==> src/rtl/mac_pkg.sv <==
// Shared types and default sizing for the MAC sequencing controller.
package mac_pkg;

  localparam int MAC_DATA_WIDTH = 8;
  localparam int MAC_NUM_MAC    = 8;
  localparam int MAC_VEC_LEN    = 8;

  // Element counter must be able to hold VEC_LEN itself.
  function automatic int cnt_width(input int vec_len);
    return $clog2(vec_len + 1);
  endfunction

  localparam int CNT_W = cnt_width(MAC_VEC_LEN);

  typedef enum logic [2:0] {
    S_IDLE,
    S_CLEAR,
    S_WAIT_FULL,
    S_RUN,
    S_DRAIN,
    S_DONE
  } mac_seq_state_t;

endpackage

==> src/rtl/mac_seq_ctrl_if.sv <==
// Host/FIFO/MAC-array strobe bundle for mac_seq_ctrl; master = controller side.
interface mac_seq_ctrl_if
  import mac_pkg::*;
#(
  parameter int NUM_MAC = MAC_NUM_MAC
);

  logic               start;
  logic               a_full;
  logic [NUM_MAC-1:0] b_full;
  logic               a_rden;
  logic [NUM_MAC-1:0] b_rden;
  logic               mac_clr;
  logic [NUM_MAC-1:0] mac_en;
  logic               busy;
  logic               done;

  modport master (
    input  start, a_full, b_full,
    output a_rden, b_rden, mac_clr, mac_en, busy, done
  );

  modport slave (
    output start, a_full, b_full,
    input  a_rden, b_rden, mac_clr, mac_en, busy, done
  );

endinterface

==> src/rtl/mac_en_skew.sv <==
// Per-row delay line turning the row-0 read strobe into b_rden/mac_en.
// Row i is delayed i extra cycles when MAC_SEQ_CTRL_SKEW_EN is defined.
module mac_en_skew
  import mac_pkg::*;
#(
  parameter int NUM_MAC = MAC_NUM_MAC
) (
  input  logic               clk,
  input  logic               rst_n,
  input  logic               strobe,
  output logic [NUM_MAC-1:0] b_rden,
  output logic [NUM_MAC-1:0] mac_en,
  output logic               pending
);

`ifdef MAC_SEQ_CTRL_SKEW_EN
  localparam bit SKEW = 1'b1;
`else
  localparam bit SKEW = 1'b0;
`endif

  logic [NUM_MAC-1:0] row_pending;

  for (genvar i = 0; i < NUM_MAC; i++) begin : g_row
    localparam int DEPTH = SKEW ? i : 0;

    // chain[DEPTH-1] is the delayed read strobe, chain[DEPTH] the enable one cycle later.
    logic [DEPTH:0] chain;

    if (DEPTH == 0) begin : g_direct
      always_ff @(posedge clk or negedge rst_n) begin
        if (!rst_n) chain <= '0;
        else        chain <= strobe;
      end
      assign b_rden[i]      = strobe;
      assign row_pending[i] = 1'b0;
    end else begin : g_delay
      always_ff @(posedge clk or negedge rst_n) begin
        if (!rst_n) chain <= '0;
        else        chain <= {chain[DEPTH-1:0], strobe};
      end
      assign b_rden[i]      = chain[DEPTH-1];
      assign row_pending[i] = |chain[DEPTH-1:0];
    end

    assign mac_en[i] = chain[DEPTH];
  end

  // Set while any enable is still to appear after the current cycle.
  assign pending = |row_pending;

endmodule

==> src/rtl/mac_seq_ctrl.sv <==
// Sequencing controller for the matrix-vector MAC array: clear, wait for full
// FIFOs, stream VEC_LEN operand pairs, drain, pulse done. Optional systolic
// row skew via MAC_SEQ_CTRL_SKEW_EN.
module mac_seq_ctrl
  import mac_pkg::*;
#(
  parameter int DATA_WIDTH = MAC_DATA_WIDTH,
  parameter int NUM_MAC    = MAC_NUM_MAC,
  parameter int VEC_LEN    = MAC_VEC_LEN
) (
  input  logic           clk,
  input  logic           rst_n,
  mac_seq_ctrl_if.master bus
);

  localparam int CW = cnt_width(VEC_LEN);
  localparam logic [CW-1:0] LAST = CW'(VEC_LEN - 1);

  if (DATA_WIDTH < 1 || NUM_MAC < 1 || VEC_LEN < 1) begin : g_bad_param
    $error("mac_seq_ctrl: DATA_WIDTH, NUM_MAC and VEC_LEN must all be positive");
  end

  mac_seq_state_t state, state_next;
  logic [CW-1:0]  cnt, cnt_next;
  logic           run;
  logic           pending;

  always_ff @(posedge clk or negedge rst_n) begin
    if (!rst_n) begin
      state <= S_IDLE;
      cnt   <= '0;
    end else begin
      state <= state_next;
      cnt   <= cnt_next;
    end
  end

  always_comb begin
    state_next  = state;
    cnt_next    = cnt;
    run         = 1'b0;
    bus.a_rden  = 1'b0;
    bus.mac_clr = 1'b0;
    bus.busy    = 1'b1;
    bus.done    = 1'b0;

    case (state)
      S_IDLE: begin
        bus.busy = 1'b0;
        if (bus.start) state_next = S_CLEAR;
      end
      S_CLEAR: begin
        bus.mac_clr = 1'b1;
        cnt_next    = '0;
        state_next  = S_WAIT_FULL;
      end
      S_WAIT_FULL: begin
        if (bus.a_full && (&bus.b_full)) state_next = S_RUN;
      end
      S_RUN: begin
        run        = 1'b1;
        bus.a_rden = 1'b1;
        cnt_next   = cnt + 1'b1;
        if (cnt == LAST) state_next = S_DRAIN;
      end
      S_DRAIN: begin
        if (!pending) state_next = S_DONE;
      end
      S_DONE: begin
        bus.done   = 1'b1;
        state_next = S_IDLE;
      end
      default: begin
        state_next = S_IDLE;
      end
    endcase
  end

  mac_en_skew #(
    .NUM_MAC (NUM_MAC)
  ) u_skew (
    .clk     (clk),
    .rst_n   (rst_n),
    .strobe  (run),
    .b_rden  (bus.b_rden),
    .mac_en  (bus.mac_en),
    .pending (pending)
  );

endmodule

==> src/flat_wrapper.sv <==
// flat-port wrapper written by rule: the top's interface ports become plain ports
module mac_seq_ctrl_flat import mac_pkg::*;
#(
  parameter int DATA_WIDTH = MAC_DATA_WIDTH,
  parameter int NUM_MAC    = MAC_NUM_MAC,
  parameter int VEC_LEN    = MAC_VEC_LEN
)
  (clk, rst_n, bus_start, bus_a_full, bus_b_full, bus_a_rden, bus_b_rden, bus_mac_clr, bus_mac_en, bus_busy, bus_done);
  mac_seq_ctrl_if #(.NUM_MAC(NUM_MAC)) bus_i ();
  input  logic clk;
  input  logic rst_n;
  input wire logic [$bits(bus_i.start)-1:0] bus_start;
  input wire logic [$bits(bus_i.a_full)-1:0] bus_a_full;
  input wire logic [$bits(bus_i.b_full)-1:0] bus_b_full;
  output wire logic [$bits(bus_i.a_rden)-1:0] bus_a_rden;
  output wire logic [$bits(bus_i.b_rden)-1:0] bus_b_rden;
  output wire logic [$bits(bus_i.mac_clr)-1:0] bus_mac_clr;
  output wire logic [$bits(bus_i.mac_en)-1:0] bus_mac_en;
  output wire logic [$bits(bus_i.busy)-1:0] bus_busy;
  output wire logic [$bits(bus_i.done)-1:0] bus_done;
  assign bus_i.start = bus_start;
  assign bus_i.a_full = bus_a_full;
  assign bus_i.b_full = bus_b_full;
  assign bus_a_rden = bus_i.a_rden;
  assign bus_b_rden = bus_i.b_rden;
  assign bus_mac_clr = bus_i.mac_clr;
  assign bus_mac_en = bus_i.mac_en;
  assign bus_busy = bus_i.busy;
  assign bus_done = bus_i.done;
  mac_seq_ctrl #(.DATA_WIDTH(DATA_WIDTH), .NUM_MAC(NUM_MAC), .VEC_LEN(VEC_LEN)) u_core (.clk(clk), .rst_n(rst_n), .bus(bus_i));
endmodule
==> config.mk <==
export PLATFORM = sky130hd
export DESIGN_NAME = mac_seq_ctrl_flat
export DESIGN_NICKNAME = d
export VERILOG_FILES = /design/src/rtl/mac_pkg.sv /design/src/rtl/mac_seq_ctrl_if.sv /design/src/rtl/mac_en_skew.sv /design/src/rtl/mac_seq_ctrl.sv /design/src/flat_wrapper.sv
export SDC_FILE = /design/constraint.sdc
export NUM_CORES = 1
export LEC_CHECK = 0
export CORE_MARGIN = 3
export CORE_UTILIZATION = 36
export CTS_CLUSTER_DIAMETER = 100
export DETAILED_ROUTE_END_ITERATION = 10
export MAX_ROUTING_LAYER = met4
export PLACE_DENSITY = 0.78
export SLEW_MARGIN = 5
export SYNTH_ARGS = -nofsm -noshare
export SYNTH_HDL_FRONTEND = slang
export SYNTH_SLANG_ARGS = --single-unit
==> constraint.sdc <==
create_clock -name clk -period 1.32 [get_ports clk]
set_input_delay 0.198 -clock clk [delete_from_list [all_inputs] [get_ports clk]]
set_output_delay 0.198 -clock clk [all_outputs]
set_load 0.02 [all_outputs]
Word level (Yosys, flattened, before mapping)
Index checks and enable logic that the tools add are counted.
- add/subtract/negate cells: 1
- eq/ne operators: 9
- mux-type cells: 9
- reduce and logical (&&, ||, !) cells: 5
- operators with widths (kind ; number):
    $pmux W3 S5 ; 1
    $mux W3 ; 3
    $pmux W4 S2 ; 1
    $reduce_and A8 Y1 ; 1
    $eq A3 B2 Y1 const B ; 2
    $eq A3 B3 Y1 const B ; 2
    $add A4 B1 Y4 const B ; 1
    $eq A4 B3 Y1 const B ; 1
    $mux W1 ; 4
    $ne A2 B1 Y1 const B ; 2
    $eq A3 B1 Y1 const B ; 1
    $logic_not A3 Y1 ; 1
    $reduce_and A3 Y1 ; 1
    $ne A2 B2 Y1 const B ; 1
    $reduce_bool A2 Y1 ; 1
    $logic_and A1 B1 Y1 ; 1
- flip-flop bits (word level): 8
- input port bits: 12
- logic and storage cells: 27

Depth between registers and ports, before layout
Gate-level depths: netlist (run 1).
- depth in word-level cells: 4
- mapped depth: 4
- depth with buffers taken out: 4

Modules after synthesis
From an unflattened synthesis (run 1), not the netlist that was laid out.
- cell total of the unflattened synthesis: 61
- area, all modules: 558.0 um^2
- modules (own cells, without submodules) (module ; instances ; cells an instance ; area an instance (um^2) ; seq. area each (um^2)):
    mac_seq_ctrl ; 1 ; 42 ; 401.6 ; 175.2
    mac_en_skew ; 1 ; 19 ; 156.4 ; 25.0

Worst setup path before layout (run 1)
No wires, ideal clock.
- path type: register to output
- from: register u_core.state[1]
- to: output port bus_b_rden[0]
- arrival: 1102 ps
- required time: 1122 ps
- slack: 20 ps
- cell stages (with the launch flop): 5
- cells stage by stage: dfrtp_1 -> buf_2 -> nand3b_1 -> inv_1 -> buf_4
- cells in the longest elaborated chain, start to end: 2
- RTL lines (what ; line ; RTL):
    start: declaration ; mac_seq_ctrl.sv:23 ; mac_seq_state_t state, state_next;
    start signal: assignment ; mac_seq_ctrl.sv:33 ; state <= state_next;
    $eq A3 B2 Y1 ; - ;
    $mux W1 ; - ;
    end: declaration ; flat_wrapper.sv:16 ; output wire logic [$bits(bus_i.b_rden)-1:0] bus_b_rden;
No other way between the ends.

Worst setup path after layout (run 1)
- from: register u_core.state[1]
- to: output port bus_busy
- cells in the longest elaborated chain, start to end: 2
- RTL lines (what ; line ; RTL):
    $logic_not A3 Y1 ; mac_seq_ctrl.sv:47 ; case (state)
    $mux W1 ; mac_seq_ctrl.sv:47 ;
    end: declaration ; flat_wrapper.sv:19 ; output wire logic [$bits(bus_i.busy)-1:0] bus_busy;
No other way between the ends.

==> summary.txt, run 1 <==
Status
  • Status: complete, but fails checks
  • Failing checks: setup timing

Synth
  • Most instantiated cells after synthesis: 16 x buf_4, 8 x dfrtp_1, 6 x nand2_1
  • Synth Cell Area: 536.8 um^2
  • Post-Synth Adder-Cell Area: 0.02331
  • Seq cells post-synth: 8
  • Register area share after synthesis: 0.3730
  • Post-synthesis mux area share: 0
  • Most numerous cell in the Yosys netlist: buf_4
  • Synth area leaders: dfrtp_1 37%, buf_4 22%, nand2b_1 4.7%, nand2_1 4.2%, o21ai_0 3.7%
  • Syn Inst Count: 61
  • Xor/xnor cell area share of the yosys netlist: 0
  • Top cell type by total area after synthesis: dfrtp_1
  • Yosys cell types: 20
  • Simple-gate share of the synthesized area: 0.2774
  • Syn nets: 74
  • Avg Inst Size Synth: 8.799 um^2
  • Compound-cell area share of the yosys netlist: 0.07925
  • Dominant synthesized flop cell: dfrtp_1
  • Area share of the largest cell type after synthesis: 0.3730
  • Post-synth EDFFs: 0
  • Post-synthesis async set-or-reset flop share: 1.000
  • Largest family of logic cells by synthesized area: simple AND/OR/NAND/NOR gates
  • Synth warnings: 0

Timing
  • Slew @ Worst Pin: about 390 ps
  • Clock Skews: 5.506 ps
  • Hold Fails Final Rpt: 0
  • Slew HR: 0.7409
  • RSZ-0062 raised after global routing: true
  • Post-route setup slack: -174.5 ps
  • Final Cycle Share: 1.132
  • # setup viols final: 14
  • Fmax: around 0.67 GHz
  • Tmin final: between 1000 and 1500 ps
  • Hold_ws: 229.4 ps
  • Slew Limit Fails: 0

Layout
  • Layout cell share with drive strength beyond 1: 0.4063
  • # nets final: 111
  • Area grow syn2layout: 72.73%
  • Non-filler instance count after layout: roughly 110
  • Layout fillers: 97
  • ANT cells: 0
  • Final Core Density: 0.6867
  • Design area: 927.1 um^2

Power
  • PwrDens: between 1500 and 2000 nW/um^2
  • Worst vdd ir: about 0.00093 V
  • Clock share of power: 0.117
  • Cell Int Power: approximately 0.91 mW
  • Switching share of power: 0.4414
  • NetSw: 0.7190 mW
  • Leak Pwr: between 0.4 and 0.5 nW
  • Register share of total power: 0.239
  • Combinational fraction of design power: 0.644

Detailed routing
  • DRT Wirelength: roughly 1400 um
  • DRT iter0 DRCs: 3
  • Routed Antenna Nets: 0
  • Post-route DRC violation count: 0
  • Vias/cell: 4.793
  • Vias: 532
  • DRT Pass-1 Iters: 4
  • Routed wire per std cell: roughly 13 um

CTS
  • Clk_lat worst skew: roughly 250 ps
  • Clock transition at the registers of the reported paths: 60 ps
  • Max Root-Sink Buffers: 2
  • CTS H-tree lvls: 1
  • TritonCTS Buffers: 3
  • Clock Sinks: 8
  • Root Buffer Master: clkbuf_4
  • CTS tree: built

Floorplan
  • Row count: 13
  • CORE AREA: about 1400 um^2
  • IO Pins: 32
  • Die area: roughly 2000 um^2
  • Die height: roughly 45 um
  • Die W: about 45 um
  • Starting density of the core: 0.3976

Place
  • Cells after DPL: between 90 and 100
  • Placed cell area: 800.8 um^2
  • GP Congestion: 0.7333
  • IO Port Bufs: 31
  • Placement Setup Slack: -340.9 ps
  • Final HPWL DP: 936.8 um

GRT
  • Vias in the first global route: 528
  • Overall Global Routing Usage: 0.1552
  • Initial antenna violation count: 0
  • Total gr overflow: 0
  • First-pass GRT wire length: ~2200 um
  • Largest net degree at the start of global routing: 11

Critical path
  • Worst r2r path cells: 5
  • Worst setup SP type: register
  • Worst Path Required: 1120 ps
  • Reg2reg start: u_core.state[2]
  • FF-to-FF setup slack: -100 ps
  • Crit. End Element: output port
  • Maximum fanout along the worst path: 3
  • WP data arrival: ~1300 ps
  • Crit path kind: reg2out
  • Reg2reg end: u_core.cnt[3]

Min path
  • Hold/Removal Path Class: in2async

Run
  • Max cap viols: 0
-- metrics by stage --
step / TNS (ps) / total power [mW]
detailed placement: -4002 / 1.409
global placement: -3318 / 1.381
finish: -1882 / 1.629
floorplan: 0 / 1.124
global route: -2597 / 1.733
CTS: -971.1 / 1.491
-- layout by cell type (no fill, tap or decap), drive strengths merged --
cell	n
dfrtp	8
clkbuf	3
nand3b	2
o211ai	1
nand2b	5
ha	1
a22o	1
nor2	4
nand3	3
or4	1
dlygate4sd2	8
nand2	6
buf	29
o22ai	1
o21ai	4
or4b	1
nand4	2
clkdlybuf4s50	11
clkinvlp	1
or3	1
inv	2
nor3	1
-- cell type report --
type	count	area, um^2	share of cell area
inverter	2	7.507	0.008097
clock buffer	3	22.52	0.02429
timing repair buffer	48	446.7	0.4818
tap	15	18.77	0.02024
multi-input combinational	34	224.0	0.2416
sequential	8	200.2	0.2159
timing repair inverter	1	7.507	0.008097
-- registers in the layout, indices dropped and copies added (netlist names) --
name,count
u_core.cnt,4
u_core.state,3
u_core.u_skew.g_row.chain,1
-- worst max-delay path, cell delays in order, from the launching register on --
cell     delay, ps
dfrtp_1        410
buf_6          130
or3_4          370
buf_6          140
-- per-layer routing --
layer,global-route usage,vias to the layer above,wire length [um]
met1,0.1679,246,529
met3,0.02846,0,93
li1,-,266,-
met5,-,-,0
met2,0.2779,20,769
met4,0.05422,0,0
-- timing repair --
item / in CTS / in global routing
gates cloned: 0 / 1
hold buffers: 0 / 0
setup buffers: 6 / 5
pin swaps: 6 / 2
resized for setup: 67 / 23
setup endpoints to repair: 22 / 16
-- worst max path at each step --
stage	endpoint	slack, ps	start	cells after the start
finish	bus_busy	-170	u_core.state[1]	3
global route	bus_b_rden[6]	-220	u_core.state[0]	3
CTS	bus_busy	-180	u_core.state[2]	3
detailed placement	bus_b_rden[3]	-340	u_core.state[2]	3
global placement	bus_busy	-290	u_core.state[1]	2
floorplan	bus_b_rden[0]	20	u_core.state[1]	4
-- power groups by stage --
stage                     clock (mW)  combinational, mW  sequential (mW)
after floorplan                    0              0.736            0.388
after global placement             0              0.993            0.387
after detailed placement           0               1.01            0.394
after CTS                      0.194              0.911            0.387
after global routing           0.204               1.13            0.402
final                          0.190               1.05            0.390
-- cells by family (layout without fill, tap and decap cells) --
kind of cell / count (synthesis) / after routing
AO/OA/AOI/OAI: 7 / 7
adder cells (fa/ha/maj): 1 / 1
buffers and inverters: 19 / 54
flip-flops: 8 / 8
AND/OR/NAND/NOR: 26 / 26
No activity file was read; power rests on OpenSTA's default activity.
==> inputs of run 2 (changes only) <==
- ABC_CLOCK_PERIOD_IN_PS: default -> 1320
- GPL_TIMING_DRIVEN: default -> 0
==> run 2 against run 1 <==
Net effect:
- the flow still finishes with violations (setup timing)
- worst setup slack lost 130 ps
- first-iteration DRC count grew 33%
- final cell count grew 12%
- wire length grew 14%
- sequential power grew 6.4%
- combinational power grew 34%
- clock power grew 4%
- count of clock-buffer cells in the layout is the same
==> summary.txt, run 2 (synthesized netlist as in run 1, its figures left out) <==
Layout
  • Layout cell share with drive strength beyond 1: 0.6239 (was 0.4063)
  • Max reg flops: 4 (unchanged)
  • Register with the most flip-flops: u_core.cnt (unchanged)
  • # nets final: 124 (was 111)
  • Largest regs: u_core.cnt: 4 flops, u_core.state: 3 flops, u_core.u_skew.g_row.chain: 1 flops (unchanged)
  • Most frequent cells in the layout: 20 x buf_6, 20 x buf_4, 11 x clkdlybuf4s50_1 (was 16 x buf_4, 13 x buf_6, 11 x clkdlybuf4s50_1)
  • Area grow syn2layout: 94.17% (was 72.73%)
  • ANT cells: 0 (unchanged)
  • Final Core Density: 0.7720 (was 0.6867)

CTS
  • Clock Sinks: 8 (unchanged)
  • CTS tree: built (unchanged)
  • Root Buffer Master: clkbuf_4 (unchanged)
  • Max Root-Sink Buffers: 2 (unchanged)
  • TritonCTS Buffers: 3 (unchanged)
  • # hold bufs at CTS: 0 (unchanged)
  • Clk_lat worst skew: 270 ps (was 250 ps)
  • Clock transition at the registers of the reported paths: 60 ps (about the same)
  • CTS H-tree lvls: 1 (unchanged)

Timing
  • Hold Fails Final Rpt: 0 (unchanged)
  • Hold_ws: 208.8 ps (was 229.4 ps)
  • Post-route setup slack: -300.3 ps (was -174.5 ps)
  • Final Cycle Share: 1.228 (was 1.132)
  • Slew HR: 0.7562 (was 0.7409)
  • Clock Skews: 4.262 ps (was 5.506 ps)
  • RSZ-0062 raised after global routing: true (unchanged)
  • Tmin final: 1620 ps (was 1494 ps)
  • # setup viols final: 15 (was 14)
  • Slew @ Worst Pin: 364.6 ps (was 387.5 ps)
  • Slew Limit Fails: 0 (unchanged)
  • Fmax: 0.6172 GHz (was 0.6691 GHz)

GRT
  • First-pass GRT wire length: 2511 um (was 2221 um)
  • Overall Global Routing Usage: 0.1835 (was 0.1552)
  • Largest net degree at the start of global routing: 9 (was 11)
  • Total gr overflow: 0 (unchanged)
  • Initial antenna violation count: 0 (unchanged)
  • Vias in the first global route: 555 (was 528)

Critical path
  • Maximum fanout along the worst path: 5 (was 3)
  • Reg2reg end: u_core.cnt[3] (unchanged)
  • Crit-path most repeated cell: buf_6 (unchanged)
  • Crit path kind: reg2out (unchanged)
  • CP max-delay cell: dfrtp_1 (unchanged)
  • CP endpoint: bus_b_rden[1] (was bus_busy)
  • Worst r2r path cells: 5 (unchanged)
  • Worst setup SP type: register (unchanged)
  • FF-to-FF setup slack: -110 ps (was -100 ps)
  • Crit path cell chain: nand3b_1 -> inv_2 -> buf_6 -> buf_6 -> buf_6 (was buf_6 -> or3_4 -> buf_6)
  • WP data arrival: 1420 ps (was 1300 ps)
  • Crit. End Element: output port (unchanged)
  • Worst Path Required: 1120 ps (about the same)
  • Crit. Startpoint: u_core.state[2] (was u_core.state[1])
  • Reg2reg start: u_core.state[2] (unchanged)
  • CP max stage delay: 400 ps (was 410 ps)

Status
  • Failing checks: setup timing (unchanged)
  • Status: complete, but fails checks (unchanged)

Power
  • NetSw: 0.8315 mW (was 0.7190 mW)
  • Clock share of power: 0.098 (was 0.117)
  • Register share of total power: 0.205 (was 0.239)
  • Worst vdd ir: 0.001195 V (was 0.0009313 V)
  • PwrDens: 1937 nW/um^2 (was 1757 nW/um^2)
  • Switching share of power: 0.4119 (was 0.4414)
  • Combinational fraction of design power: 0.697 (was 0.644)
  • Cell Int Power: 1.187 mW (was 0.9099 mW)
  • Leak Pwr: 0.5087 nW (was 0.4568 nW)

Place
  • GP Congestion: 0.7972 (was 0.7333)
  • Final HPWL DP: 887.5 um (was 936.8 um)
  • IO Port Bufs: 31 (unchanged)

Detailed routing
  • DRT iter0 DRCs: 4 (was 3)
  • Routed Antenna Nets: 0 (unchanged)
  • Post-route DRC violation count: 0 (unchanged)
  • Vias: 579 (was 532)
  • DRT Wirelength: 1592 um (was 1392 um)
  • Vias/cell: 4.669 (was 4.793)
  • Routed wire per std cell: 12.84 um (was 12.54 um)
  • DRT Pass-1 Iters: 4 (unchanged)

Floorplan
  • CORE AREA: 1350 um^2 (unchanged)
  • Die height: 44.62 um (unchanged)
  • Die W: 44.62 um (unchanged)
  • Row count: 13 (unchanged)
  • IO Pins: 32 (unchanged)
  • Die area: 1991 um^2 (unchanged)
  • Starting density of the core: 0.3976 (unchanged)

Run
  • Max cap viols: 0 (unchanged)

Min path
  • Hold/Removal Path Class: in2async (unchanged)
run 2: cell types whose count changed in the layout (fill, tap and decap cells not counted), sizes merged:
cell           before  now
clkdlybuf4s15       0    1
dlygate4sd2         8    0
clkbuf              3    9
buf                29   43
run 2: worst min path at each step:
stage                      from             to  slack [ps]  depth (start not counted)
final                     rst_n  u_core.cnt[2]         210                          1
after global routing      rst_n  u_core.cnt[3]         210                          1
after detailed placement  rst_n  u_core.cnt[0]         500                          1
after CTS                 rst_n  u_core.cnt[0]         220                          1
after floorplan           rst_n  u_core.cnt[0]        -100                          0
after global placement    rst_n  u_core.cnt[1]         500                          1
run 2: per-stage QoR:
| stage | instances | power [mW] | area [um^2] | setup TNS (ps) | worst slack [ps] |
|---|---|---|---|---|---|
| global route | 124 | 2.166 | 1042 | -4106 | -371.2 |
| detailed placement | 107 | 1.609 | 865.8 | -6200 | -553.4 |
| CTS | 121 | 1.936 | 999.7 | -2536 | -282.4 |
| finish | 124 | 2.019 | 1042 | -3141 | -300.3 |
| global placement | 107 | 1.586 | 865.8 | -5936 | -535.7 |
| floorplan | 61 | 1.124 | 536.8 | 0 | 20.47 |
run 2: critical path: cells and delay by family, from the launching register on:
| kind | cells | cell delay (ps) |
|---|---|---|
| buffers and inverters | 4 | 490 |
| AND/OR/NAND/NOR | 1 | 260 |
| flip-flops | 1 | 400 |
run 2: timing repair:
item                       4_1_cts  5_1_grt
gates cloned                     1        0
pin swaps                        4        0
gates resized for setup         95       23
setup endpoints to repair       20       22
setup buffers                   12        4
run 2: power by group through the flow:
stage               Combinational [mW]  Sequential [mW]  Clock (mW)
floorplan                        0.736            0.388           0
global placement                  1.18            0.401           0
detailed placement                1.20            0.407           0
CTS                               1.34            0.394       0.203
global route                      1.52            0.430       0.216
finish                            1.41            0.415       0.197
run 2: layout make-up:
class / instances / area [um^2]
clock buffers: 3 / 22.52
multi-input cells: 34 / 242.7
flip-flops and latches: 8 / 203.9
plain buffers: 15 / 127.6
fillers: 90 / 307.8
repair inverters: 1 / 5.005
repair buffers: 46 / 414.1
well taps: 15 / 18.77
inverters: 2 / 7.507
run 2: routing by layer:
metal,share of wire,GRT usage
met1,0.37,0.1975
met2,0.53,0.2951
met3,0.081,0.07724
met4,0.014,0.07229
met5,0,-
==> inputs of run 3 (changes only) <==
- CAP_MARGIN: default -> 40
- GPL_TIMING_DRIVEN: 0 -> default
- TNS_END_PERCENT: default -> 30
==> run 3 against run 2 <==
Net effect:
- the flow still finishes with violations (setup timing)
- utilization decreased by 15 points
- final cell count decreased by 14%
- combinational power decreased by 31%
- sequential power decreased by 6.5%
- die area unchanged
- worst setup slack improved by 180 ps
- via count decreased by 8.8%
- hold slack improved by 21 ps
- clock power decreased by 5%
- wire length decreased by 19%
- cell area decreased by 19%
- largest cell class unchanged
- largest power group unchanged
- highest routed layer unchanged
==> summary.txt, run 3 (synthesized netlist as in run 1, its figures left out) <==
Critical path
  • Worst setup SP type: register (unchanged)
  • Crit path kind: reg2out (unchanged)
  • WP data arrival: 1240 ps (was 1420 ps)
  • Crit. End Element: output port (unchanged)
  • Worst Path Required: 1120 ps (about the same)
  • Maximum fanout along the worst path: 3 (was 5)

Layout
  • # nets final: 107 (was 124)
  • Area grow syn2layout: 57.11% (was 94.17%)
  • Seq. cell area: 200.2 um^2 (was 203.9 um^2)
  • Largest regs: u_core.cnt: 4 flops, u_core.state: 3 flops, u_core.u_skew.g_row.chain: 1 flops (unchanged)
  • Final Core Density: 0.6247 (was 0.7720)
  • Most frequent cells in the layout: 22 x buf_4, 11 x clkdlybuf4s50_1, 8 x dlygate4sd2_1, 8 x dfrtp_1, 6 x nand2_1 (was 20 x buf_6, 20 x buf_4, 11 x clkdlybuf4s50_1)
  • Area taken by multi-input logic gates: 207.7 um^2 (was 242.7 um^2)
  • Layout cell share with drive strength beyond 1: 0.3478 (was 0.6239)
  • Max reg flops: 4 (unchanged)
  • Commonest non-fill, non-tap cell in the layout: buf_4
  • ANT cells: 0 (unchanged)
  • Register with the most flip-flops: u_core.cnt (unchanged)
  • Layout fillers: 117 (was 90)

CTS
  • Max Root-Sink Buffers: 2 (unchanged)
  • CTS H-tree lvls: 1 (unchanged)
  • Clock transition at the registers of the reported paths: 60 ps (about the same)
  • CTS tree: built (unchanged)
  • Clk_lat worst skew: 250 ps (was 270 ps)
  • Root Buffer Master: clkbuf_4 (unchanged)
  • Clock Sinks: 8 (unchanged)
  • # hold bufs at CTS: 0 (unchanged)
  • TritonCTS Buffers: 3 (unchanged)

GRT
  • Vias in the first global route: 463 (was 555)
  • Overall Global Routing Usage: 0.1329 (was 0.1835)
  • First-pass GRT wire length: 1897 um (was 2511 um)
  • Initial antenna violation count: 0 (unchanged)
  • Total gr overflow: 0 (unchanged)
  • Largest net degree at the start of global routing: 11 (was 9)

Floorplan
  • Die W: 44.62 um (unchanged)
  • Die height: 44.62 um (unchanged)
  • Row count: 13 (unchanged)
  • Die area: 1991 um^2 (unchanged)
  • IO Pins: 32 (unchanged)
  • Starting density of the core: 0.3976 (unchanged)
  • CORE AREA: 1350 um^2 (unchanged)

Timing
  • Fmax: 0.6935 GHz (was 0.6172 GHz)
  • Post-route setup slack: -122.0 ps (was -300.3 ps)
  • Final Cycle Share: 1.092 (was 1.228)
  • Tmin final: 1442 ps (was 1620 ps)
  • Clock Skews: 4.879 ps (was 4.262 ps)
  • Hold_ws: 229.7 ps (was 208.8 ps)
  • Slew Limit Fails: 0 (unchanged)
  • # setup viols final: 14 (was 15)
  • Hold Fails Final Rpt: 0 (unchanged)
  • Slew HR: 0.7450 (was 0.7562)
  • Slew @ Worst Pin: 381.3 ps (was 364.6 ps)
  • RSZ-0062 raised after global routing: true (unchanged)
  • Setup TNS: -1155 ps (was -3141 ps)

Run
  • Max cap viols: 0 (unchanged)

Power
  • Worst vdd ir: 0.0007654 V (was 0.001195 V)
  • PwrDens: 1838 nW/um^2 (was 1937 nW/um^2)
  • Leak Pwr: 0.4152 nW (was 0.5087 nW)

Place
  • GP Congestion: 0.7333 (was 0.7972)
  • IO Port Bufs: 31 (unchanged)
  • Final HPWL DP: 936.8 um (was 887.5 um)

Detailed routing
  • Routed wire per std cell: 12.08 um (was 12.84 um)
  • DRT Wirelength: 1293 um (was 1592 um)
  • Routed Antenna Nets: 0 (unchanged)
  • Vias/cell: 4.935 (was 4.669)
  • Post-route DRC violation count: 0 (unchanged)
  • DRT iter0 DRCs: 9 (was 4)
  • Vias: 528 (was 579)
  • DRT Pass-1 Iters: 4 (unchanged)

Status
  • Failing checks: setup timing (unchanged)
  • Status: complete, but fails checks (unchanged)

Min path
  • Hold/Removal Path Class: in2async (unchanged)
[run 3: cell type report]
cell class | count | area share
Timing Repair Buffer | 44 | 0.4496
Inverter | 2 | 0.008902
Multi-Input combinational cell | 34 | 0.2463
Tap cell | 15 | 0.02226
Timing Repair inverter | 1 | 0.008902
Sequential cell | 8 | 0.2374
Clock buffer | 3 | 0.02671
[run 3: metrics by stage]
stage / area (um^2) / setup slack [ps] / std cells / total power [mW]
detailed placement: 800.8 / -340.9 / 98 / 1.409
global route: 843.3 / -145.7 / 107 / 1.656
global placement: 800.8 / -294.2 / 98 / 1.381
finish: 843.3 / -122.0 / 107 / 1.550
floorplan: 536.8 / 20.47 / 61 / 1.124
CTS: 767.0 / -184.4 / 101 / 1.441
[run 3: final timing paths]
kind | start | slack [ps] | depth (start not counted) | endpoint
setup / recovery | u_core.state[2] | -120 | 3 | bus_busy
hold / removal | rst_n | 230 | 1 | u_core.cnt[0]
setup reg to reg | u_core.state[2] | -100 | 5 | u_core.cnt[3]
hold reg to reg | u_core.cnt[1] | 520 | 2 | u_core.cnt[1]
max in group asynchronous | rst_n | 810 | 1 | u_core.u_skew.g_row[2].chain
min in group clk | u_core.cnt[1] | 520 | 2 | u_core.cnt[1]
[run 3: critical path, stage by stage (launching register included)]
cell and delay [ps]:
dfrtp_1 400, buf_4 140, or3_4 320, buf_6 140
[run 3: repair_timing]
action,in CTS,in global routing
endpoints found under the setup margin,22,14
pin swaps,1,2
setup buffers,0,5
gates resized for setup,59,15
cloned,0,1
[run 3: layer usage]
layer,GRT usage,up-vias,part of all wire
met5,-,-,0
met4,0.05422,0,0.0085
met3,0.03252,2,0.079
met2,0.2321,26,0.53
met1,0.1407,243,0.38
li1,-,257,-
[run 3: power by group]
group	leakage (nW)	internal (mW)	total [mW]	switching (mW)
clock network	0.0138	0.104	0.187	0.0827
logic	0.309	0.441	0.975	0.534
registers	0.0920	0.314	0.388	0.0741
total	0.415	0.859	1.55	0.690
